File: config.mk
export PLATFORM = sky130hd
export DESIGN_NAME = pe_result_packer
export DESIGN_NICKNAME = d
export VERILOG_FILES = /design/src/rtl/pe_result_packer.sv
export SDC_FILE = /design/constraint.sdc
export NUM_CORES = 2
export LEC_CHECK = 0
export CORE_ASPECT_RATIO = 0.9
export CORE_UTILIZATION = 55
export CTS_CLUSTER_DIAMETER = 200
export DETAILED_ROUTE_END_ITERATION = 12
export PLACE_DENSITY = 0.8
export REMOVE_ABC_BUFFERS = 1
export SLEW_MARGIN = 40
export SYNTH_ARGS = -nofsm -noshare
export SYNTH_HDL_FRONTEND = slang
export SYNTH_SLANG_ARGS = --single-unit
File: constraint.sdc
create_clock -name clk -period 4.4 [get_ports clk]
set_input_delay 0.44 -clock clk [delete_from_list [all_inputs] [get_ports clk]]
set_output_delay 0.44 -clock clk [all_outputs]
set_load 0.03 [all_outputs]
File: src/rtl/pe_result_packer.sv
// pe_result_packer: packs 32-bit PE results into 512-bit lines, buffers up to two
// lines in a skid FIFO and writes them to the output SRAM over a valid/ready port.
// Optional build macro PE_PACK_RELU_EN clamps negative (signed) results to zero.
module pe_result_packer #(
  parameter int unsigned DATA_W = 32,
  parameter int unsigned LINE_W = 512,
  parameter int unsigned ADDR_W = 10,
  parameter int unsigned CNT_W  = 16
) (
  input  logic              clk,
  input  logic              rst_n,
  input  logic              cfg_start,
  input  logic [ADDR_W-1:0] cfg_base_addr,
  input  logic [CNT_W-1:0]  cfg_num,
  input  logic [DATA_W-1:0] res_data,
  input  logic              res_vld,
  output logic [LINE_W-1:0] wr_data,
  output logic [ADDR_W-1:0] wr_addr,
  output logic              wr_vld,
  input  logic              wr_rdy,
  output logic              busy,
  output logic              done,
  output logic              ovf
);

  localparam int unsigned LANES  = LINE_W / DATA_W;
  localparam int unsigned LANE_W = $clog2(LANES);

  typedef enum logic [1:0] {StIdle, StRun, StDrain, StDone} state_e;

  state_e              state_q, state_d;
  logic [LANE_W-1:0]   lane_q, lane_d;
  logic [CNT_W-1:0]    cnt_q, cnt_d;
  logic [CNT_W-1:0]    num_q, num_d;
  logic [ADDR_W-1:0]   base_q, base_d;
  logic [ADDR_W-1:0]   line_idx_q, line_idx_d;
  logic [LINE_W-1:0]   fill_q, fill_d;
  logic                ovf_q, ovf_d;
  logic [1:0]          occ_q, occ_d;
  logic [LINE_W-1:0]   slot0_data_q, slot0_data_d, slot1_data_q, slot1_data_d;
  logic [ADDR_W-1:0]   slot0_addr_q, slot0_addr_d, slot1_addr_q, slot1_addr_d;
  logic                wr_vld_q, wr_vld_d;
  logic [LINE_W-1:0]   wr_data_q, wr_data_d;
  logic [ADDR_W-1:0]   wr_addr_q, wr_addr_d;

  logic [DATA_W-1:0]   lane_val;
  logic [LINE_W-1:0]   line_new;
  logic [ADDR_W-1:0]   commit_addr;
  logic                accept, last_res, commit, pop, drop, push;
  logic [1:0]          push_idx;

  // Lane value, line assembly and push/pop/drop decisions for this cycle
  always_comb begin
`ifdef PE_PACK_RELU_EN
    lane_val = res_data[DATA_W-1] ? '0 : res_data;
`else
    lane_val = res_data;
`endif
    line_new = fill_q;
    line_new[int'(lane_q)*DATA_W +: DATA_W] = lane_val;
    accept      = (state_q == StRun) && res_vld;
    last_res    = (cnt_q + {{(CNT_W-1){1'b0}}, 1'b1}) == num_q;
    commit      = accept && ((lane_q == LANE_W'(LANES - 1)) || last_res);
    commit_addr = base_q + line_idx_q;
    pop         = wr_vld_q && wr_rdy;
    // Line is dropped only when both slots stay occupied across this edge
    drop        = commit && (occ_q == 2'd2) && !pop;
    push        = commit && !drop;
    push_idx    = pop ? occ_q - 2'd1 : occ_q;
  end

  // Job FSM, fill register and counters
  always_comb begin
    state_d    = state_q;
    lane_d     = lane_q;
    cnt_d      = cnt_q;
    num_d      = num_q;
    base_d     = base_q;
    line_idx_d = line_idx_q;
    fill_d     = fill_q;
    ovf_d      = ovf_q;
    unique case (state_q)
      StIdle: begin
        if (cfg_start) begin
          base_d     = cfg_base_addr;
          num_d      = cfg_num;
          cnt_d      = '0;
          lane_d     = '0;
          line_idx_d = '0;
          fill_d     = '0;
          ovf_d      = 1'b0;
          state_d    = (cfg_num == '0) ? StDone : StRun;
        end
      end
      StRun: begin
        if (accept) begin
          cnt_d = cnt_q + {{(CNT_W-1){1'b0}}, 1'b1};
          if (commit) begin
            lane_d     = '0;
            fill_d     = '0;
            line_idx_d = line_idx_q + {{(ADDR_W-1){1'b0}}, 1'b1};
          end else begin
            lane_d = lane_q + {{(LANE_W-1){1'b0}}, 1'b1};
            fill_d = line_new;
          end
          if (drop) ovf_d = 1'b1;
          if (last_res) state_d = StDrain;
        end
      end
      StDrain: begin
        if (occ_q == 2'd0) state_d = StDone;
      end
      StDone: begin
        state_d = StIdle;
      end
      default: state_d = StIdle;
    endcase
  end

  // Two-slot shift FIFO; slot0 is the head
  always_comb begin
    occ_d        = occ_q;
    slot0_data_d = slot0_data_q;
    slot0_addr_d = slot0_addr_q;
    slot1_data_d = slot1_data_q;
    slot1_addr_d = slot1_addr_q;
    if (pop) begin
      slot0_data_d = slot1_data_q;
      slot0_addr_d = slot1_addr_q;
      occ_d        = occ_q - 2'd1;
    end
    if (push) begin
      if (push_idx == 2'd0) begin
        slot0_data_d = line_new;
        slot0_addr_d = commit_addr;
      end else begin
        slot1_data_d = line_new;
        slot1_addr_d = commit_addr;
      end
      occ_d = push_idx + 2'd1;
    end
  end

  // Write port registered from the head as it stands after this edge's pop;
  // a line pushed this edge shows up one cycle later
  always_comb begin
    if (pop) begin
      wr_vld_d  = (occ_q == 2'd2);
      wr_data_d = slot1_data_q;
      wr_addr_d = slot1_addr_q;
    end else begin
      wr_vld_d  = (occ_q != 2'd0);
      wr_data_d = slot0_data_q;
      wr_addr_d = slot0_addr_q;
    end
  end

  // State registers
  always_ff @(posedge clk or negedge rst_n) begin
    if (!rst_n) begin
      state_q      <= StIdle;
      lane_q       <= '0;
      cnt_q        <= '0;
      num_q        <= '0;
      base_q       <= '0;
      line_idx_q   <= '0;
      fill_q       <= '0;
      ovf_q        <= 1'b0;
      occ_q        <= 2'd0;
      slot0_data_q <= '0;
      slot0_addr_q <= '0;
      slot1_data_q <= '0;
      slot1_addr_q <= '0;
      wr_vld_q     <= 1'b0;
      wr_data_q    <= '0;
      wr_addr_q    <= '0;
    end else begin
      state_q      <= state_d;
      lane_q       <= lane_d;
      cnt_q        <= cnt_d;
      num_q        <= num_d;
      base_q       <= base_d;
      line_idx_q   <= line_idx_d;
      fill_q       <= fill_d;
      ovf_q        <= ovf_d;
      occ_q        <= occ_d;
      slot0_data_q <= slot0_data_d;
      slot0_addr_q <= slot0_addr_d;
      slot1_data_q <= slot1_data_d;
      slot1_addr_q <= slot1_addr_d;
      wr_vld_q     <= wr_vld_d;
      wr_data_q    <= wr_data_d;
      wr_addr_q    <= wr_addr_d;
    end
  end

  assign wr_vld  = wr_vld_q;
  assign wr_data = wr_data_q;
  assign wr_addr = wr_addr_q;
  assign busy    = (state_q == StRun) || (state_q == StDrain);
  assign done    = (state_q == StDone);
  assign ovf     = ovf_q;

endmodule

; ---- After elaboration in Yosys (flattened, before gate mapping)
; Index checks and enable logic that the tools add are counted.
[classes]
addsub = 7
n_mul = 0
div = 0
order_cmp = 0
n_eq_ne = 12
shift = 2
mux = 35
n_bitwise = 1
reduce_logical = 22
[ops]
columns = cell, count
row1 = 512-bit two-way mux, 6
row2 = 512-bit case mux with 2 select lines, 1
row3 = 512-bit bitwise mux, 1
row4 = 32-bit by 34-bit variable shift with 512-bit output (first input constant), 1
row5 = 32-bit by 34-bit variable part select with 512-bit output, 1
row6 = 10-bit two-way mux, 6
row7 = 9-bit negator with 34-bit output, 1
row8 = 16-bit two-way mux, 2
row9 = 16-bit case mux with 2 select lines, 1
row10 = 10-bit case mux with 2 select lines, 1
row11 = 16-bit by 1-bit adder with 16-bit output (second input constant), 1
row12 = 16-bit equality test, 1
row13 = 16-bit logical NOT, 1
row14 = 2-bit two-way mux, 7
row15 = 4-bit two-way mux, 3
row16 = 2-bit inequality test (second input constant), 6
row17 = 4-bit AND reduction, 3
row18 = 10-bit by 1-bit adder with 10-bit output (second input constant), 1
row19 = 10-bit adder, 1
row20 = 2-bit case mux with 4 select lines, 1
row21 = 4-bit case mux with 2 select lines, 1
row22 = 2-bit equality test (second input constant), 3
row23 = 1-bit logical AND, 6
row24 = 2-bit logical NOT, 3
row25 = other kinds (13), 20
[totals]
regBits = 2140
latchBits = 0
ram_bits = 0
mem_bits_ro = 0
out_inout_bits = 526
elab_cells = 95
mem_count = 0

; ---- Depth between registers and ports, before layout
[depth]
ltp_word = 9
mapped_depth = 14
ltp_nobuf = 11

; ---- Worst setup path before layout
; Ideal clock, no wire load.
[synth_timing]
path_kind = register to register
startpoint = register cnt_q[0]
endpoint = register slot1_data_q[503]
setup_ns = 0.124
arrival_ns = 3.531
slack_ns = 0.745
stages_incl_launch_ff = 13
n_path_buf = 3
period_less_slack_ns = 3.655
cell_sequence = dfrtp_1 > ha_1 > nand4_1 > or3_1 > or4_1 > a221o_1 > or4_4 > a2111o_1 > clkbuf_1 > buf_2 > buf_2 > nand2_1 > o21ai_1
[synth_via]
elab_chain_len = 9
[synth_rtl]
columns = item, line_no
row1 = "start, declared", 33  ; logic [CNT_W-1:0] cnt_q, cnt_d;
row2 = "start signal, assigned", 180  ; cnt_q <= cnt_d;
row3 = 16-bit by 1-bit adder with 16-bit output *, 62  ; last_res = (cnt_q + {{(CNT_W-1){1'b0}}, 1'b1}) == num_q;
row4 = 16-bit equality test *, 62
row5 = 1-bit logical OR *, 63  ; commit = accept && ((lane_q == LANE_W'(LANES - 1)) || last_res);
row6 = 1-bit logical AND *, 63
row7 = 1-bit logical AND (2 in series), 67  ; drop = commit && (occ_q == 2'd2) && !pop;
row8 = 1-bit logical NOT, 68  ; push = commit && !drop;
row9 = 1-bit logical AND *, 68
row10 = 2-bit AND reduction (no line) *, --
row11 = "end signal, assigned", 189  ; slot1_data_q <= slot1_data_d;
row12 = "end, declared", 40  ; logic [LINE_W-1:0] slot0_data_q, slot0_data_d, slot1_data_q, slot1_data_d;
; Every way passes the cells marked *; elsewhere a longest branch is shown, timed or not.
; A chain may end at the register's enable or synchronous reset.

; ---- Final worst setup path
[layout_timing]
startpoint = register cnt_q[0]
endpoint = register slot1_data_q[173]
; Same word-level chain as after synthesis.

==> impl_results.md <==
- Total GRT Usage: 31.6%
- Routability cong.: around 0.9
- Layout cells sized above 1: under 10%
- DR DRC count: 0
- Register area share after synthesis: a little over three fifths
- Die area: approximately 160,000 um2
- Layout area overhead: 18.4%
- Longest Clk Path Bufs: 3
- Std cell rows: between 100 and 150
- Syn Inst Count: 7,694
- Vias per cell: approximately 6.0
- Starting Density: between 50% and 60%
- Worst-path clk slew: approximately 0.060 ns
- Number of nets in the layout: roughly 8,200
- Detailed router's first-iteration violation count: roughly 6,500
- Die height: 376 um
- Root buffer cell: clkbuf_16
- Distinct cell type count after synthesis: between 50 and 60
- H-tree levels: 4
- Seq cells post-synth: around 2,100
- Worst-Skew Late Latency: between 0.8 and 0.9 ns
- Final setup fails: 0
- Synthesized area: 85,600 um2
- # fillers: roughly 11,000
- Drt wl/cell: between 20 and 25 um
- Grt ovf: 0
- Critical path required time: roughly 5 ns
- Post-CTS Setup Bufs: 0
- VDD IR max: 0.445 mV
- Initial antenna violation count: 11
- Hold_ws: 0.184 ns
- Vias in the first global route: 62,900
- Pre-antenna DRT Iters: 6
- Setup WS post-layout: 0.0461 ns
- TritonCTS clock tree: built
- Predominant post-synthesis flop cell: dfrtp_1
- Port Buf Inserts: a little under 600
- DP Wirelength: about 150 mm
- DIE WIDTH: 418 um
- Crit. End Element: flop
- Critical path peak fanout: between 100 and 150
- PD cells: about 480 nW/um2
- Ys async rst share: between 90% and 100%
- Pre-CTS setup slack: 0.149 ns
- RSZ-0062 raised after global routing: true
- CP Launch Type: flop
- WP data arrival: around 5.1 ns
- Highest metal used: met5
- Final Core Density: around two thirds
- Critical Setup Path Class: reg -> reg
- Final Hold Viols: 0
- Routed length on met2: between 100 and 150 mm
- N_diodes: 0
- Final setup TNS: 0 ns
- TritonCTS buffer count: approximately 210
- Post-synth top area cell: dfrtp_1
- Fin. max-slew vios: 0
- Maxcap violations: 0
- Minimum clock period: ~4.4 ns
- Final period utilization: between 90% and 100%
- First-pass GRT wire length: about 380 mm
- Remaining antenna violation count: 0
- Post-Route WL: between 200 and 250 mm
- Leak Pwr: 51.8 nW
- Clk sink count: roughly 2,100
- Largest cells by area after synthesis: dfrtp_1, mux2i_1, nand2_1, a22o_1, o21ai_1
- Syn. warnings: 0
- Mapped Avg Cell Area: ~11 um2
- Worst Hold Class: in -> reg
- Measured slew at the worst slew-check pin: 0.939 ns
- Clk_skew: ~0.035 ns
- Post-synth EDFFs: 0
- Routed wl met3: between 20 and 25 mm
- Status: complete, no violations
- Max Freq: ~230 MHz
- IO Pins: a little under 600
- Routed vias: a little over 60,000
- Core area: 154,000 um2
- Met1 WL: 96.4 mm
- Largest net degree at the start of global routing: 140
- Post-synth top area share: between 60 and 70%
- Worst slew margin: between 30% and 40%
## per-layer routing
| layer | global-route usage (%) | vias to the layer above |
|---|---|---|
| met4 | 19.7 | 10 |
| met5 | 0 | - |
| met3 | 6.57 | 686 |
| li1 | - | 27000 |
| met1 | 41.1 | 31300 |
| met2 | 48.7 | 3067 |
## stage by stage
step	power [mW]	area, um2	instances
floorplan	25.7	83300	7119
global placement	29.6	93600	9922
detailed placement	29.9	93900	9933
CTS	48.7	101000	10300
global route	50.2	101000	10300
finish	48.7	101000	10300
## critical path, stage by stage (launching register included)
cell	delay, ns
dfrtp_1	0.45
ha_2	0.28
nand4_1	0.18
or3_1	0.40
or4_1	0.51
a221o_1	0.39
or4_4	0.52
a2111o_2	0.55
buf_12	0.21
buf_12	0.26
nand2_1	0.18
o21ai_1	0.09
## placed cells by master, fill, tap and decap left out, types with 130 or more instances in the layout
cell type        count
dfrtp_1           2140
nand2_1           1133
a22o_1             356
nor2_1             544
nor2b_1            130
clkdlybuf4s50_1    560
a32o_1             158
a21oi_1            464
inv_1              409
o21ai_1            515
a31oi_1            138
clkbuf_16          207
mux2i_1            840
## Yosys cell counts, drive strengths merged, types with 5 or more instances
cell,instances
a32o,158
o2bb2ai,5
a31o,5
inv,409
xor2,16
ha,24
and2,7
nand2,1146
nand4,14
nor2b,130
and3,8
nor2,556
mux2i,840
buf,217
a22o,356
nand3,15
o21ai,548
a31oi,138
or3,7
clkbuf,358
o31ai,5
a21oi,465
mux2,29
xnor2,20
nor4,9
a21o,15
nor3,11
dfrtp,2140
## state kept, by name (all words and copies together) (netlist names), 16 cells and up
name	count
wr_data	512
cnt_q	16
fill_q	512
num_q	16
slot1_data_q	512
slot0_data_q	512
## timing repair
item / in CTS / in global routing
endpoints found under the hold margin: 106 / 0
endpoints found under the setup margin: 0 / 228
hold buffers: 1 / 0
resized for setup: 0 / 3
## final cells by class
cell class	count	area, um2	area share (%)
Inverter	409	1540	1.51
Multi-Input combinational cell	4570	28600	28.2
Clock inverter	84	1350	1.33
Timing Repair Buffer	749	7790	7.69
Sequential cell	2140	53600	52.8
Clock buffer	299	5980	5.90
Tap cell	2070	2590	2.55
## worst paths after layout
kind	from	endpoint	slack (ns)	cells past startpoint
min in group asynchronous	rst_n	num_q[3]$_DFFE_PN0P_	0.19	2
max in group asynchronous	rst_n	wr_data[261]$_DFF_PN0_	2.69	4
setup / recovery	cnt_q[0]$_DFFE_PN0P_	slot1_data_q[173]$_DFFE_PN0P_	0.05	11
setup reg to reg	cnt_q[0]$_DFFE_PN0P_	slot1_data_q[173]$_DFFE_PN0P_	0.05	11
hold / removal	res_data[22]	fill_q[150]$_DFFE_PN0P_	0.18	2
hold reg to reg	slot0_data_q[347]$_DFF_PN0_	wr_data[347]$_DFF_PN0_	0.46	2
## kinds of logic after synthesis
kind of cell,after synthesis,synth area share (%)
AND/OR/NAND/NOR,1919,9.05
flip-flops,2140,62.6
multiplexers,869,10.2
XOR/XNOR,36,0.368
adder cells (fa/ha/maj),25,0.374
buffers and inverters,984,4.48
AO/OA/AOI/OAI,1721,13.0
## power by group
group / internal [mW] / switching (mW)
sequential: 20.3 / 0.384
combinational: 2.28 / 6.86
clock: 11.1 / 7.80
No activity file was read; power rests on OpenSTA's default activity.
